===== config.mk =====
export PLATFORM = sky130hd
export DESIGN_NAME = line_buffer_feeder
export DESIGN_NICKNAME = d
export VERILOG_FILES = /design/src/rtl/line_buffer_feeder_pkg.sv /design/src/rtl/line_buffer_feeder_row_bank.sv /design/src/rtl/line_buffer_feeder.sv
export SDC_FILE = /design/constraint.sdc
export NUM_CORES = 1
export LEC_CHECK = 0
export ABC_AREA = 1
export BUFFER_PORTS_ARGS = -buffer_cell sky130_fd_sc_hd__clkbuf_2
export CAP_MARGIN = 40
export CORE_AREA = 5 5 118 232
export DETAILED_ROUTE_END_ITERATION = 10
export DIE_AREA = 0 0 123 237
export GPL_TIMING_DRIVEN = 0
export MAX_ROUTING_LAYER = met4
export PLACE_DENSITY = 0.68
export SETUP_SLACK_MARGIN = 0.3
export SLEW_MARGIN = 20
export SYNTH_ARGS = -nofsm -noshare
export SYNTH_HDL_FRONTEND = slang
export SYNTH_SLANG_ARGS = --single-unit

===== constraint.sdc =====
create_clock -name clk -period 6.5 [get_ports clk]
set_input_delay 1.3 -clock clk [delete_from_list [all_inputs] [get_ports clk]]
set_output_delay 1.3 -clock clk [all_outputs]
set_load 0.005 [all_outputs]

===== src/rtl/line_buffer_feeder_pkg.sv =====
// ----------------------------------------------------------------------------
// conv_pkg
// Shared definitions for the convolution front end: pixel width, the feeder
// FSM state encoding and helpers for sizing band/row/column indices.
// No ports (package).
// ----------------------------------------------------------------------------
package conv_pkg;

   localparam int PIX_W = 8;

   typedef enum logic [2:0] {
      ST_FILL  = 3'd0,
      ST_PRIME = 3'd1,
      ST_SLIDE = 3'd2,
      ST_LOAD  = 3'd3,
      ST_DONE  = 3'd4
   } state_t;

   // Number of vertical band positions a FILTER_SIZE-row window takes
   // while sliding down an IMAGE_HEIGHT-row frame.
   function automatic int num_bands(input int image_height, input int filter_size);
      return image_height - filter_size + 1;
   endfunction

   // Index width that stays at least one bit for degenerate sizes.
   function automatic int idx_w(input int n);
      return (n > 1) ? $clog2(n) : 1;
   endfunction

endpackage


===== src/rtl/line_buffer_feeder_row_bank.sv =====
// ----------------------------------------------------------------------------
// row_bank
// FILTER_SIZE x IMAGE_WIDTH pixel register array.
// Ports:
//   clk, rst      clock, asynchronous active-low reset (clears storage)
//   wr_en         write wr_data to (wr_row, wr_col)
//   wr_row/wr_col write address
//   wr_data       pixel to write
//   shift_up      move every row up by one; the bottom row keeps its value
//   rows_out      flat band, row i column c at [(i*IMAGE_WIDTH+c)*PIX_W +: PIX_W]
// ----------------------------------------------------------------------------
module row_bank
   import conv_pkg::*;
#(
   parameter int IMAGE_WIDTH = 9,
   parameter int FILTER_SIZE = 3,
   parameter int ROW_W       = idx_w(FILTER_SIZE),
   parameter int COL_W       = idx_w(IMAGE_WIDTH)
) (
   input  logic                                     clk,
   input  logic                                     rst,
   input  logic                                     wr_en,
   input  logic [ROW_W-1:0]                         wr_row,
   input  logic [COL_W-1:0]                         wr_col,
   input  logic [PIX_W-1:0]                         wr_data,
   input  logic                                     shift_up,
   output logic [FILTER_SIZE*IMAGE_WIDTH*PIX_W-1:0] rows_out
);

   localparam int ROW_BITS = IMAGE_WIDTH * PIX_W;
   localparam int BUS_W    = FILTER_SIZE * ROW_BITS;

   logic [BUS_W-1:0] store_q;
   logic [BUS_W-1:0] store_d;

   always_comb begin
      store_d = store_q;
      if (shift_up) begin
         for (int i = 0; i < FILTER_SIZE - 1; i++) begin
            store_d[i*ROW_BITS +: ROW_BITS] = store_q[(i+1)*ROW_BITS +: ROW_BITS];
         end
      end else if (wr_en) begin
         store_d[(int'(wr_row) * IMAGE_WIDTH + int'(wr_col)) * PIX_W +: PIX_W] = wr_data;
      end
   end

   always_ff @(posedge clk or negedge rst) begin
      if (!rst) begin
         store_q <= '0;
      end else begin
         store_q <= store_d;
      end
   end

   assign rows_out = store_q;

endmodule


===== src/rtl/line_buffer_feeder.sv =====
// ----------------------------------------------------------------------------
// line_buffer_feeder
// Collects a raster pixel stream into a band of FILTER_SIZE rows, hands the
// band to the window shifter (prime pulse, then column advance enable) and
// slides the band down one image row each time the shifter finishes.
// Ports:
//   clk, rst        clock, asynchronous active-low reset
//   pix_in          pixel data, accepted when pix_valid && pix_ready
//   pix_valid       producer has a pixel
//   pix_ready       registered; high while filling/loading rows
//   row_buffer_out  band storage, row 0 = oldest row
//   shift_en        one-cycle prime pulse to the shifter
//   shift_buffer    shifter may advance (masked in the new_buffer cycle)
//   new_buffer      shifter finished the current band
//   band_idx        index of the band being presented
//   frame_done      one-cycle pulse after the last band
// ----------------------------------------------------------------------------
module line_buffer_feeder
   import conv_pkg::*;
#(
   parameter int IMAGE_WIDTH  = 9,
   parameter int IMAGE_HEIGHT = 9,
   parameter int FILTER_SIZE  = 3
) (
   input  logic                                     clk,
   input  logic                                     rst,
   input  logic [PIX_W-1:0]                         pix_in,
   input  logic                                     pix_valid,
   output logic                                     pix_ready,
   output logic [FILTER_SIZE*IMAGE_WIDTH*PIX_W-1:0] row_buffer_out,
   output logic                                     shift_en,
   output logic                                     shift_buffer,
   input  logic                                     new_buffer,
   output logic [$clog2(IMAGE_HEIGHT)-1:0]          band_idx,
   output logic                                     frame_done
);

   localparam int N_BANDS = num_bands(IMAGE_HEIGHT, FILTER_SIZE);
   localparam int ROW_W   = idx_w(FILTER_SIZE);
   localparam int COL_W   = idx_w(IMAGE_WIDTH);
   localparam int BAND_W  = $clog2(IMAGE_HEIGHT);

   localparam logic [COL_W-1:0]  COL_LAST  = COL_W'(IMAGE_WIDTH - 1);
   localparam logic [ROW_W-1:0]  ROW_LAST  = ROW_W'(FILTER_SIZE - 1);
   localparam logic [BAND_W-1:0] BAND_LAST = BAND_W'(N_BANDS - 1);

   state_t            state_q, state_d;
   logic [COL_W-1:0]  col_cnt_q, col_cnt_d;
   logic [ROW_W-1:0]  row_cnt_q, row_cnt_d;
   logic [BAND_W-1:0] band_cnt_q, band_cnt_d;
   logic              pix_ready_q, pix_ready_d;
   logic              shift_en_q, shift_en_d;
   logic              frame_done_q, frame_done_d;

   logic              accept;
   logic              wr_en;
   logic [ROW_W-1:0]  wr_row;
   logic              shift_up;

   assign accept = pix_valid && pix_ready_q;

   always_comb begin
      state_d    = state_q;
      col_cnt_d  = col_cnt_q;
      row_cnt_d  = row_cnt_q;
      band_cnt_d = band_cnt_q;
      wr_en      = 1'b0;
      wr_row     = row_cnt_q;
      shift_up   = 1'b0;

      unique case (state_q)
         ST_FILL: begin
            if (accept) begin
               wr_en = 1'b1;
               if (col_cnt_q == COL_LAST) begin
                  col_cnt_d = '0;
                  if (row_cnt_q == ROW_LAST) begin
                     row_cnt_d = '0;
                     state_d   = ST_PRIME;
                  end else begin
                     row_cnt_d = row_cnt_q + 1'b1;
                  end
               end else begin
                  col_cnt_d = col_cnt_q + 1'b1;
               end
            end
         end

         ST_PRIME: begin
            state_d = ST_SLIDE;
         end

         ST_SLIDE: begin
            if (new_buffer) begin
               if (band_cnt_q < BAND_LAST) begin
                  shift_up   = 1'b1;
                  band_cnt_d = band_cnt_q + 1'b1;
                  state_d    = ST_LOAD;
               end else begin
                  state_d = ST_DONE;
               end
            end
         end

         ST_LOAD: begin
            // Only the bottom row is refilled; the upper rows came from the slide.
            wr_row = ROW_LAST;
            if (accept) begin
               wr_en = 1'b1;
               if (col_cnt_q == COL_LAST) begin
                  col_cnt_d = '0;
                  state_d   = ST_PRIME;
               end else begin
                  col_cnt_d = col_cnt_q + 1'b1;
               end
            end
         end

         ST_DONE: begin
            col_cnt_d  = '0;
            row_cnt_d  = '0;
            band_cnt_d = '0;
            state_d    = ST_FILL;
         end

         default: begin
            state_d = ST_FILL;
         end
      endcase

      // Registered outputs are decoded from the next state so they line up
      // with the cycle the FSM actually spends in that state.
      pix_ready_d  = (state_d == ST_FILL) || (state_d == ST_LOAD);
      shift_en_d   = (state_d == ST_PRIME);
      frame_done_d = (state_d == ST_DONE);
   end

   always_ff @(posedge clk or negedge rst) begin
      if (!rst) begin
         state_q      <= ST_FILL;
         col_cnt_q    <= '0;
         row_cnt_q    <= '0;
         band_cnt_q   <= '0;
         pix_ready_q  <= 1'b0;
         shift_en_q   <= 1'b0;
         frame_done_q <= 1'b0;
      end else begin
         state_q      <= state_d;
         col_cnt_q    <= col_cnt_d;
         row_cnt_q    <= row_cnt_d;
         band_cnt_q   <= band_cnt_d;
         pix_ready_q  <= pix_ready_d;
         shift_en_q   <= shift_en_d;
         frame_done_q <= frame_done_d;
      end
   end

   row_bank #(
      .IMAGE_WIDTH (IMAGE_WIDTH),
      .FILTER_SIZE (FILTER_SIZE),
      .ROW_W       (ROW_W),
      .COL_W       (COL_W)
   ) u_row_bank (
      .clk      (clk),
      .rst      (rst),
      .wr_en    (wr_en),
      .wr_row   (wr_row),
      .wr_col   (col_cnt_q),
      .wr_data  (pix_in),
      .shift_up (shift_up),
      .rows_out (row_buffer_out)
   );

   assign pix_ready  = pix_ready_q;
   assign shift_en   = shift_en_q;
   // Combinational mask: the shifter must not advance in the cycle it
   // reports completion, otherwise it would step into the next band early.
   assign shift_buffer = (state_q == ST_SLIDE) && !new_buffer;
   assign band_idx   = band_cnt_q;
   assign frame_done = frame_done_q;

endmodule


==> qor.txt <==
Initial Utilization: 0.489
Worst Hold End: u_row_bank.rows_out[56]
Synth Instances: 1668
Hold Crit Start: u_row_bank.rows_out[56]
CP cell instances: inv_2 -> nand3_4 -> nand2_1 -> inv_1 -> fa_1 -> ha_1 -> inv_1 -> clkbuf_1 -> clkbuf_1 -> nand3_1 -> nor3_1 -> nand3_1 -> nand2_1 -> nand2_1 -> nand2_1
leading cell type in the layout, fill and taps excluded: nand2_1
top cells by area, synth: dfrtp_1 47%, nand2_1 18%, nand3_1 10%
post-detail-place hpwl: 39.6 mm
DR WL/cell: 21.9 um
Setup Fix Bufs, Post-CTS: 0
Fin Clk Skew: 10.7 ps
GRT Overall Usage: 0.350
path depth of the worst reg2reg path: 15
hold depth: 2
PD cells: 465 nW/um^2
clk sinks: 232
clk root buf: clkbuf_16
r2r startpoint: state_q[2]
startpoint types: register
post_cts resized: 0
max-slew violations: 0
CP Buf/Inv Count: 5
Fin Setup TNS: 0 ps
Lkg Pwr: 0.00765 uW
I/O Pins: 236
Max Cap Violations: 0
initial antenna violation count: 0
Tcrit/Tclk final: 0.626
Clk pin slew, worst setup/hold paths: 70 ps
register area share after synthesis: 0.467
Yosys warning total: 0
slowest CP cell: fa_1
Synth Area per Inst: 7.46 sq um
CTS Buf Count: 22
headroom to the max-slew limit: 0.395
diode count: 0
unique cell type count in the Yosys netlist: 42
Setup CP Type: register to register
Setup crit start: state_q[2]
# setup viols final: 0
global route total overflow: 0
max incr delay on CP: 500 ps
Max Freq: 246 MHz
post-synth top area share: 0.467
most frequent cells in the layout: 599 x nand2_1, 259 x nand3_1, 234 x clkbuf_2
FP Rows: 83
hold bufs inserted after CTS: 0
min Tclk post-route: 4070 ps
RD Place Congestion: 1.07
clk_lat worst skew: 530 ps
CP Data Required Time: 6960 ps
pre-CTS setup slack: 2320 ps
# nets final: 1952
detailed-route wire length: 50.2 mm
run status: finished, final reports clean
fin area: 14900 sq um
number of synthesized register bits: 232
Top Family by Delay on Critical Path: buffers and inverters
Min Hold Slack: 485 ps
largest area contributor in the netlist: dfrtp_1
Die Area: 29200 sq um
crit-path max FO: 10
vias per inst: 5.70
DR pass1 iterations: 7
die width: 123 um
first-pass GRT wire length: 74.6 mm
post-detailed-route count of antenna-violating nets: 0
RSZ-0062 raised after global routing: no
CTS tree: done
height of the die: 237 um
VDD IR max: 0.222 mV
CTS Buffer Depth: 3
# fillers: 2552
H-tree depth: 1
syn_nets: 1687
core area: 25400 sq um
hold crit path type: register to register
final hold vios: 0
largest net degree at the start of global routing: 90
DRC: 0
share of post-route cells with drive strength above 1: 0.197
IO Port Bufs: 235
Netlist Area Pre-Place: 12400 sq um
vias: 13000
final worst slack: 2430 ps
initial DRC count: 1313
Crit. End Element: register
P&R area growth vs syn: 19.9%
R2R setup slack: 2430 ps
most used cell, CP: nand2_1
actual slew at the worst max-slew pin: 907 ps
Final Core Density: 0.586
FF-to-FF End: u_row_bank.rows_out[66]
Placed Area: 14100 sq um
critical path arrival: 4530 ps
vias in the first global route: 12600
## stage by stage
step	instances	total power [uW]
floorplan	1668	4080
global route	2289	7220
global placement	2243	5390
CTS	2287	6800
detailed placement	2247	5420
finish	2289	6930
## worst max path at each step
| stage | endpoint | slack [ps] | cells past startpoint |
|---|---|---|---|
| after global placement | u_row_bank.rows_out[3] | -590 | 1 |
| after global routing | u_row_bank.rows_out[66] | 2210 | 15 |
| final | u_row_bank.rows_out[66] | 2430 | 15 |
| after CTS | u_row_bank.rows_out[1] | 2260 | 13 |
| after detailed placement | u_row_bank.rows_out[6] | 2320 | 13 |
| after floorplan | u_row_bank.rows_out[0] | 3200 | 18 |
## layout make-up
class,instances,area [sq um],share of cell area
Clock inverter,11,140,0.00940
Inverter,81,307,0.0206
Clock buffer,29,628,0.0421
Timing Repair Buffer,241,1280,0.0859
Sequential cell,232,5810,0.389
Multi-Input combinational cell,1270,5970,0.401
Tap cell,340,425,0.0285
Buffer,85,352,0.0236
## cell usage after synthesis
cell	count
clkbuf_1	52
ha_1	6
nor4_1	1
nand2_1	599
nor3_2	1
o21bai_1	1
o21ai_0	49
inv_1	65
buf_4	2
inv_2	14
dfrtp_1	232
and3_1	2
nand3_4	4
or2_1	1
fa_1	1
buf_1	11
nor3b_1	1
xor2_1	1
nor2_8	1
a21oi_2	1
inv_4	1
nand4_1	55
nor2_1	129
o21bai_2	1
buf_2	20
nor2_4	10
nor3_4	3
o21ai_1	32
nand2_4	1
nor2_2	6
nand3_1	259
clkinv_1	1
a21oi_1	4
o31ai_1	13
nand4_2	5
nor3_1	36
a31oi_1	3
nand3_2	11
nand2_2	21
o31ai_2	2
o211ai_1	9
or2_2	1
## cell families after synthesis
| logic type | count (synthesis) | share of synthesized area |
|---|---|---|
| AO/OA/AOI/OAI | 115 | 0.0532 |
| adder cells (fa/ha/maj) | 7 | 0.00765 |
| buffers and inverters | 166 | 0.0529 |
| AND/OR/NAND/NOR | 1147 | 0.419 |
| XOR/XNOR | 1 | 0.000704 |
| flip-flops | 232 | 0.467 |
## per-layer routing
metal,vias to the layer above,wire length [um],share of wire,track usage
met1,6181,18400,0.37,0.407
met3,177,3290,0.066,0.0440
met4,0,4380,0.087,0.253
met5,-,0,0,-
met2,638,24100,0.48,0.551
li1,6044,-,-,-
## power by group
part	internal [uW]	switching [uW]	total (uW)
Combinational	779	3060	3840
Clock	803	592	1390
Sequential	1570	123	1700
## worst reg2reg max path, stage by stage (launching register included)
cell,delay (ps)
dfrtp_1,420
inv_2,100
nand3_4,120
nand2_1,200
inv_1,100
fa_1,500
ha_1,400
inv_1,270
clkbuf_1,410
clkbuf_1,470
nand3_1,310
nor3_1,370
nand3_1,130
nand2_1,80
nand2_1,50
nand2_1,70
## sequential cells by signal, summed over array words and instances (netlist names)
name                 flops
band_idx                 4
col_cnt_q                4
frame_done               1
pix_ready                1
row_cnt_q                2
shift_en                 1
state_q                  3
u_row_bank.rows_out    216
(Power assumes the default switching activity.)
